--- src/rtl/mem_access_stage.sv ---
// MEM stage: runs EX/MEM loads/stores over a req/ack memory port and drives MEM/WB.
// Optional watchdog on outstanding accesses enabled by defining MEM_TIMEOUT_EN.
module mem_access_stage #(
  parameter int unsigned ADDR_W  = 32,
  parameter int unsigned TIMEOUT = 255
) (
  input  logic              clk,
  input  logic              rst,
  input  logic [4:0]        writeRegister_EXMEM,
  input  logic [31:0]       ALUResult_EXMEM,
  input  logic [31:0]       rtData_EXMEM,
  input  logic              MemtoReg_EXMEM,
  input  logic              RegWriteEn_EXMEM,
  input  logic              MemReadEn_EXMEM,
  input  logic              MemWriteEn_EXMEM,
  output logic              mem_req,
  output logic              mem_we,
  output logic [ADDR_W-1:0] mem_addr,
  output logic [31:0]       mem_wdata,
  input  logic              mem_ack,
  input  logic [31:0]       mem_rdata,
  output logic              stall,
  output logic [4:0]        writeRegister_MEMWB,
  output logic [31:0]       ALUResult_MEMWB,
  output logic [31:0]       readData_MEMWB,
  output logic              MemtoReg_MEMWB,
  output logic              RegWriteEn_MEMWB,
  output logic              mem_err
);

  typedef enum logic [0:0] {StIdle, StWait} state_e;

  state_e            state_q, state_d;
  logic              req_q, req_d, we_q, we_d;
  logic [ADDR_W-1:0] addr_q, addr_d;
  logic [31:0]       wdata_q, wdata_d;
  logic [4:0]        wb_rd_q, wb_rd_d;
  logic [31:0]       wb_alu_q, wb_alu_d, wb_rdata_q, wb_rdata_d;
  logic              wb_m2r_q, wb_m2r_d, wb_rwe_q, wb_rwe_d;
  logic              op;
  logic              timeout_hit;

  assign op = MemReadEn_EXMEM | MemWriteEn_EXMEM;

`ifdef MEM_TIMEOUT_EN
  localparam int unsigned CntW = ($clog2(TIMEOUT + 1) > 8) ? $clog2(TIMEOUT + 1) : 8;

  logic [CntW-1:0] cnt_q;
  logic            err_q;

  // Fires on the TIMEOUT-th consecutive unacked WAIT cycle; a same-cycle ack wins.
  assign timeout_hit = (state_q == StWait) && !mem_ack && (cnt_q == CntW'(TIMEOUT - 1));

  always_ff @(posedge clk) begin
    if (rst) begin
      cnt_q <= '0;
      err_q <= 1'b0;
    end else begin
      if (state_q == StIdle) begin
        cnt_q <= '0;
      end else if (!mem_ack) begin
        cnt_q <= cnt_q + 1'b1;
      end
      if (timeout_hit) begin
        err_q <= 1'b1;
      end
    end
  end

  assign mem_err = err_q;
`else
  assign timeout_hit = 1'b0;
  assign mem_err     = 1'b0;
`endif

  always_comb begin
    state_d    = state_q;
    stall      = 1'b0;
    req_d      = req_q;
    we_d       = we_q;
    addr_d     = addr_q;
    wdata_d    = wdata_q;
    wb_rd_d    = wb_rd_q;
    wb_alu_d   = wb_alu_q;
    wb_rdata_d = wb_rdata_q;
    wb_m2r_d   = wb_m2r_q;
    wb_rwe_d   = wb_rwe_q;
    unique case (state_q)
      StIdle: begin
        if (op) begin
          stall    = 1'b1;
          req_d    = 1'b1;
          we_d     = MemWriteEn_EXMEM;
          addr_d   = ALUResult_EXMEM[ADDR_W-1:0];
          wdata_d  = rtData_EXMEM;
          wb_rwe_d = 1'b0;
          wb_m2r_d = 1'b0;
          state_d  = StWait;
        end else begin
          wb_rd_d  = writeRegister_EXMEM;
          wb_alu_d = ALUResult_EXMEM;
          wb_m2r_d = MemtoReg_EXMEM;
          wb_rwe_d = RegWriteEn_EXMEM;
        end
      end
      StWait: begin
        stall = !mem_ack && !timeout_hit;
        if (mem_ack) begin
          req_d    = 1'b0;
          wb_rd_d  = writeRegister_EXMEM;
          wb_alu_d = ALUResult_EXMEM;
          wb_m2r_d = MemtoReg_EXMEM;
          wb_rwe_d = RegWriteEn_EXMEM;
          if (!we_q) begin
            wb_rdata_d = mem_rdata;
          end
          state_d = StIdle;
        end else if (timeout_hit) begin
          req_d    = 1'b0;
          wb_rwe_d = 1'b0;
          state_d  = StIdle;
        end else begin
          wb_rwe_d = 1'b0;
        end
      end
      default: state_d = StIdle;
    endcase
  end

  always_ff @(posedge clk) begin
    if (rst) begin
      state_q    <= StIdle;
      req_q      <= 1'b0;
      we_q       <= 1'b0;
      addr_q     <= '0;
      wdata_q    <= '0;
      wb_rd_q    <= '0;
      wb_alu_q   <= '0;
      wb_rdata_q <= '0;
      wb_m2r_q   <= 1'b0;
      wb_rwe_q   <= 1'b0;
    end else begin
      state_q    <= state_d;
      req_q      <= req_d;
      we_q       <= we_d;
      addr_q     <= addr_d;
      wdata_q    <= wdata_d;
      wb_rd_q    <= wb_rd_d;
      wb_alu_q   <= wb_alu_d;
      wb_rdata_q <= wb_rdata_d;
      wb_m2r_q   <= wb_m2r_d;
      wb_rwe_q   <= wb_rwe_d;
    end
  end

  assign mem_req             = req_q;
  assign mem_we              = we_q;
  assign mem_addr            = addr_q;
  assign mem_wdata           = wdata_q;
  assign writeRegister_MEMWB = wb_rd_q;
  assign ALUResult_MEMWB     = wb_alu_q;
  assign readData_MEMWB      = wb_rdata_q;
  assign MemtoReg_MEMWB      = wb_m2r_q;
  assign RegWriteEn_MEMWB    = wb_rwe_q;

endmodule
--- config.mk ---
export PLATFORM = sky130hd
export DESIGN_NAME = mem_access_stage
export DESIGN_NICKNAME = d
export VERILOG_FILES = /design/src/rtl/mem_access_stage.sv
export SDC_FILE = /design/constraint.sdc
export NUM_CORES = 1
export LEC_CHECK = 0
export BUFFER_PORTS_ARGS = -buffer_cell sky130_fd_sc_hd__buf_2
export CORE_MARGIN = 2
export CORE_UTILIZATION = 30
export DETAILED_ROUTE_END_ITERATION = 16
export GPL_ROUTABILITY_DRIVEN = 0
export GPL_TIMING_DRIVEN = 0
export PLACE_DENSITY = 0.56
export RECOVER_POWER = 50
export SYNTH_ARGS = -nofsm -noshare
export SYNTH_HDL_FRONTEND = slang
export SYNTH_SLANG_ARGS = --single-unit
--- constraint.sdc ---
create_clock -name clk -period 1.64 [get_ports clk]
set_input_delay 0.492 -clock clk [delete_from_list [all_inputs] [get_ports clk]]
set_output_delay 0.492 -clock clk [all_outputs]
set_load 0.02 [all_outputs]
## Word level (Yosys, flattened, before mapping)

Cells that the tools add are included.

- Input bits: 108
- Flip-flop bits (word level): 138

- Reduce and logical (&&, ||, !) cells: 5
- Equality and inequality tests: 3
- Bitwise operators: 3
- Muxes and demuxes: 19

Operator list:

| cell | number |
|---|---|
| $mux 32 | 2 |
| $pmux 32 s2 | 1 |
| $mux 5 | 2 |
| $pmux 1 s2 | 5 |
| $pmux 5 s2 | 1 |
| $mux 1 | 8 |
| $ne 2x2->1 const B | 3 |
| $reduce_and 2->1 | 3 |
| $reduce_and 3->1 | 1 |
| $not 1->1 | 2 |
| $logic_not 1->1 | 1 |
| $or 1x1->1 | 1 |

## Logic depth before layout (Yosys ltp)

- Word-level depth: 3
- Mapped depth: 5
- Gate-level depth less buffers: 3

## Worst setup path before layout

Ideal clock, no wire load.

- Kind: input -> output
- Start point: in MemWriteEn_EXMEM
- End point: out stall
- Stages: 3
- Path buffers: 2
- Arrival: 1052 ps
- Setup slack: 96 ps
- Required time: 1148 ps
- Cells stage by stage: o31a_1 > buf_6 > buf_6

- Word-level cells in the longest chain between the ends: 3

Ends and longest elaborated chain:

| what | line | source |
|---|---|---|
| start, declared | 15 | `input logic MemWriteEn_EXMEM,` |
| $or 1x1->1 | 43 | `assign op = MemReadEn_EXMEM \| MemWriteEn_EXMEM;` |
| $mux 1 | 90 | `if (op) begin` |
| $pmux 1 s2 | 88 | `unique case (state_q)` |
| end, declared | 22 | `output logic stall,` |

Every way passes these cells.

## Final worst setup path

- Start point: reg state_q
- End point: out stall

- Word-level cells in the longest chain between the ends: 2

Ends and longest elaborated chain:

| what | line | source |
|---|---|---|
| start, declared | 33 | `state_e state_q, state_d;` |
| start signal, assigned | 132 | `state_q <= StIdle;` |
| start signal, assigned | 143 | `state_q <= state_d;` |
| $not 1->1 (no line) | - |  |
| $pmux 1 s2 * | 88 |  |

Mark *: on every way between the ends. The rest lies on a longest branch, timed or not.

==> impl_metrics.ini <==
[outcome]
status = complete, but fails checks
violations = setup timing

[synthesis]
synthSimpleGateAreaFrac = 0.2395
yosys.area.top_type = dfxtp_1
yosys.area.top_type_share = 0.5299
synth_area_mm2 = 0.005214
synth_fa_ha_area_frac = 0
yosysSeqAreaShare = 0.5299
synth_top_cells_by_area = dfxtp_1, nand2_1, a21oi_1
synth_cell_types = 19
synthMuxAreaShare = 0.07295
synthCells = 600
synth_compound_area_frac = 0.09911
synth_fp_nets = 708
synth_top_family_by_area = simple AND/OR/NAND/NOR gates
yosysWarnings = 0
synth_seq_cells = 138
syn_avg_cell_area_um2 = 8.690
synth_xor_area_frac = 0

[timing]
drv_slew = 0
min_period_ps = 1746
finalHoldViolCount = 0
fmax_ghz = 0.5729
rsz0062_at_grt = yes
worst_slew_pin_slew_ps = 656.4
fin_crit_sh = 1.064
setup_viol_count_final = 1
fin_ws_ps = -105.5
clock_skew_ps = 5.767
slew_headroom = 0.5624
hold_slack_ps = 309.2

[floorplanning]
core_mm2 = 0.01712
io_pins = 247
die_w_um = 135.8
rows = 48
start_util = 0.3046
die_area_mm2 = 0.01845
die_y_um = 135.8

[setup_path]
timing.critical_path.buf_inv = 1
end_kind = output port
rr_worst_depth = 5
worstPathCellList = o31a_1 -> buf_6
critPathMaxStageDelay_ps = 340
cp_max_fo = 3
critical_path_required_ps = 1150
slowest_stage = dfxtp_4
cp.arrival_ps = 1250
worst_r2r_endpoint = ALUResult_MEMWB[31]
regToRegSetupSlack_ps = 10
critPathKind = register to output port
critPathTopFamily = flip-flops
r2r_start = state_q
startpoint_type = register

[final_layout]
drive_gt1_frac = 0.2694
finalCoreUtilization = 0.4204
multi_input_area_mm2 = 0.002145
syn2layout_area_growth_pct = 38.01
stdcell_area_mm2 = 0.007196
mostFrequentLayoutCell = nand2_1
regArea_mm2 = 0.002766
final_cell_mix = nand2_1, buf_2, dfxtp_1
fin_nets = 971
nFillCells = 1841
antenna_cells = 0

[job]
maxCapViolCount = 0

[routing]
dr.first_iter.drc_count = 175
vias = 4785
vias_per_cell = 4.346
ant_nets = 0
wl_mm = 15.54
drc = 0
wl_per_cell_um = 14.12
first_pass_iters = 4

[power]
power.density_mw_per_mm2 = 1221
leakage_nw = 3.249
irDropWorstVdd_mv = 0.6749

[clock_network]
numCtsBuffers = 17
htree_levels = 4
cts_tree = yes
clk_pin_slew_ps = 60
cts_root_buf = clkbuf_16
clock_path_buffers = 2
cts_sinks = 138
clkLatencyLatePin_ps = 410

[worst_hold_path]
min_to = mem_wdata[2]
holdCritPathClass = input port to register
worstHoldPathCells = 3
min_from = rtData_EXMEM[2]

[global_routing]
grt_max_degree = 17
grt_pass1_vias = 4394
grt.total_usage = 0.1660
gr-total-overflow = 0
grt_antenna_before_repair = 0
grt_pass1_wl_mm = 23.54

[placement]
post_dp_cell_area_mm2 = 0.006716
portBuffers = 244
dp_hpwl_mm = 11.49
## Yosys cell counts, drive strengths merged
| cell type | n |
|---|---|
| conb | 1 |
| a21oi | 98 |
| nand3 | 1 |
| nor2 | 2 |
| buf | 30 |
| o31a | 1 |
| nand2 | 193 |
| o21bai | 1 |
| dfxtp | 138 |
| o21ba | 1 |
| nand3b | 2 |
| clkbuf | 16 |
| nand2b | 75 |
| mux2i | 38 |
| nor2b | 1 |
| and3b | 1 |
| nor3b | 1 |
## what timing repair did
item                       CTS  global route
buffers inserted             2             0
setup endpoints to repair    1             1
pin swaps                    1             1
gates resized for setup      4             0
hold buffers                 0             0
## cell families after synthesis
family	after synthesis
AOI/OAI and AO/OA	101
buffers and inverters	46
and+or+nand+nor	276
muxes	38
other	1
DFF	138
## flip-flops by register name (all words and copies together), names as in the netlist
name,cells
ALUResult_MEMWB,32
MemtoReg_MEMWB,1
RegWriteEn_MEMWB,1
mem_addr,32
mem_req,1
mem_wdata,32
mem_we,1
readData_MEMWB,32
state_q,1
writeRegister_MEMWB,5
## how the worst max path moves through the flow
stage          endpoint  slack [ps]              from  depth (start not counted)
2_1_floorplan     stall         100  MemWriteEn_EXMEM                          3
3_3_place_gp      stall        -220  MemWriteEn_EXMEM                          5
3_5_place_dp      stall        -220  MemWriteEn_EXMEM                          5
4_1_cts           stall        -120           state_q                          3
5_1_grt           stall        -130           state_q                          2
6_report          stall        -110           state_q                          2
## metrics by stage
step	setup WS, ps	setup TNS [ps]	power (mW)	instances
2_1_floorplan	95.60	0	4.577	600
4_1_cts	-118.7	-118.7	8.942	1102
3_3_place_gp	-222.3	-498.0	5.105	1069
6_report	-105.5	-105.5	8.789	1101
3_5_place_dp	-216.7	-1268	5.111	1069
5_1_grt	-132.4	-905.9	9.166	1101
## power by group
part	switching, mW	total (mW)	internal [mW]	leakage [nW]
Sequential	0.107	3.68	3.57	1.13
Combinational	0.820	1.31	0.490	1.85
Clock	1.55	3.80	2.24	0.269
## tightest hold or removal path, delay by kind of cell
family	cells	cell delay [ps]
buffers and inverters	1	90
AOI/OAI and AO/OA	1	50
and+or+nand+nor	1	40
## routing by layer
| layer | wire length (um) | vias to the layer above | part of all wire | global-route usage |
|---|---|---|---|---|
| li1 | - | 2450 | - | - |
| met1 | 6955 | 2165 | 0.45 | 0.2072 |
| met2 | 7193 | 151 | 0.46 | 0.2694 |
| met3 | 1083 | 19 | 0.070 | 0.05295 |
| met4 | 308 | 0 | 0.020 | 0.06019 |
| met5 | 0 | - | 0 | 0 |
## layout make-up
class | count | share of cell area
Buffer | 44 | 0.03756
Clock buffer | 18 | 0.05964
Clock inverter | 14 | 0.02052
Multi-Input combinational cell | 416 | 0.2980
Sequential cell | 138 | 0.3845
Tap cell | 225 | 0.03912
Timing Repair Buffer | 246 | 0.1607
(Power assumes the default switching activity.)
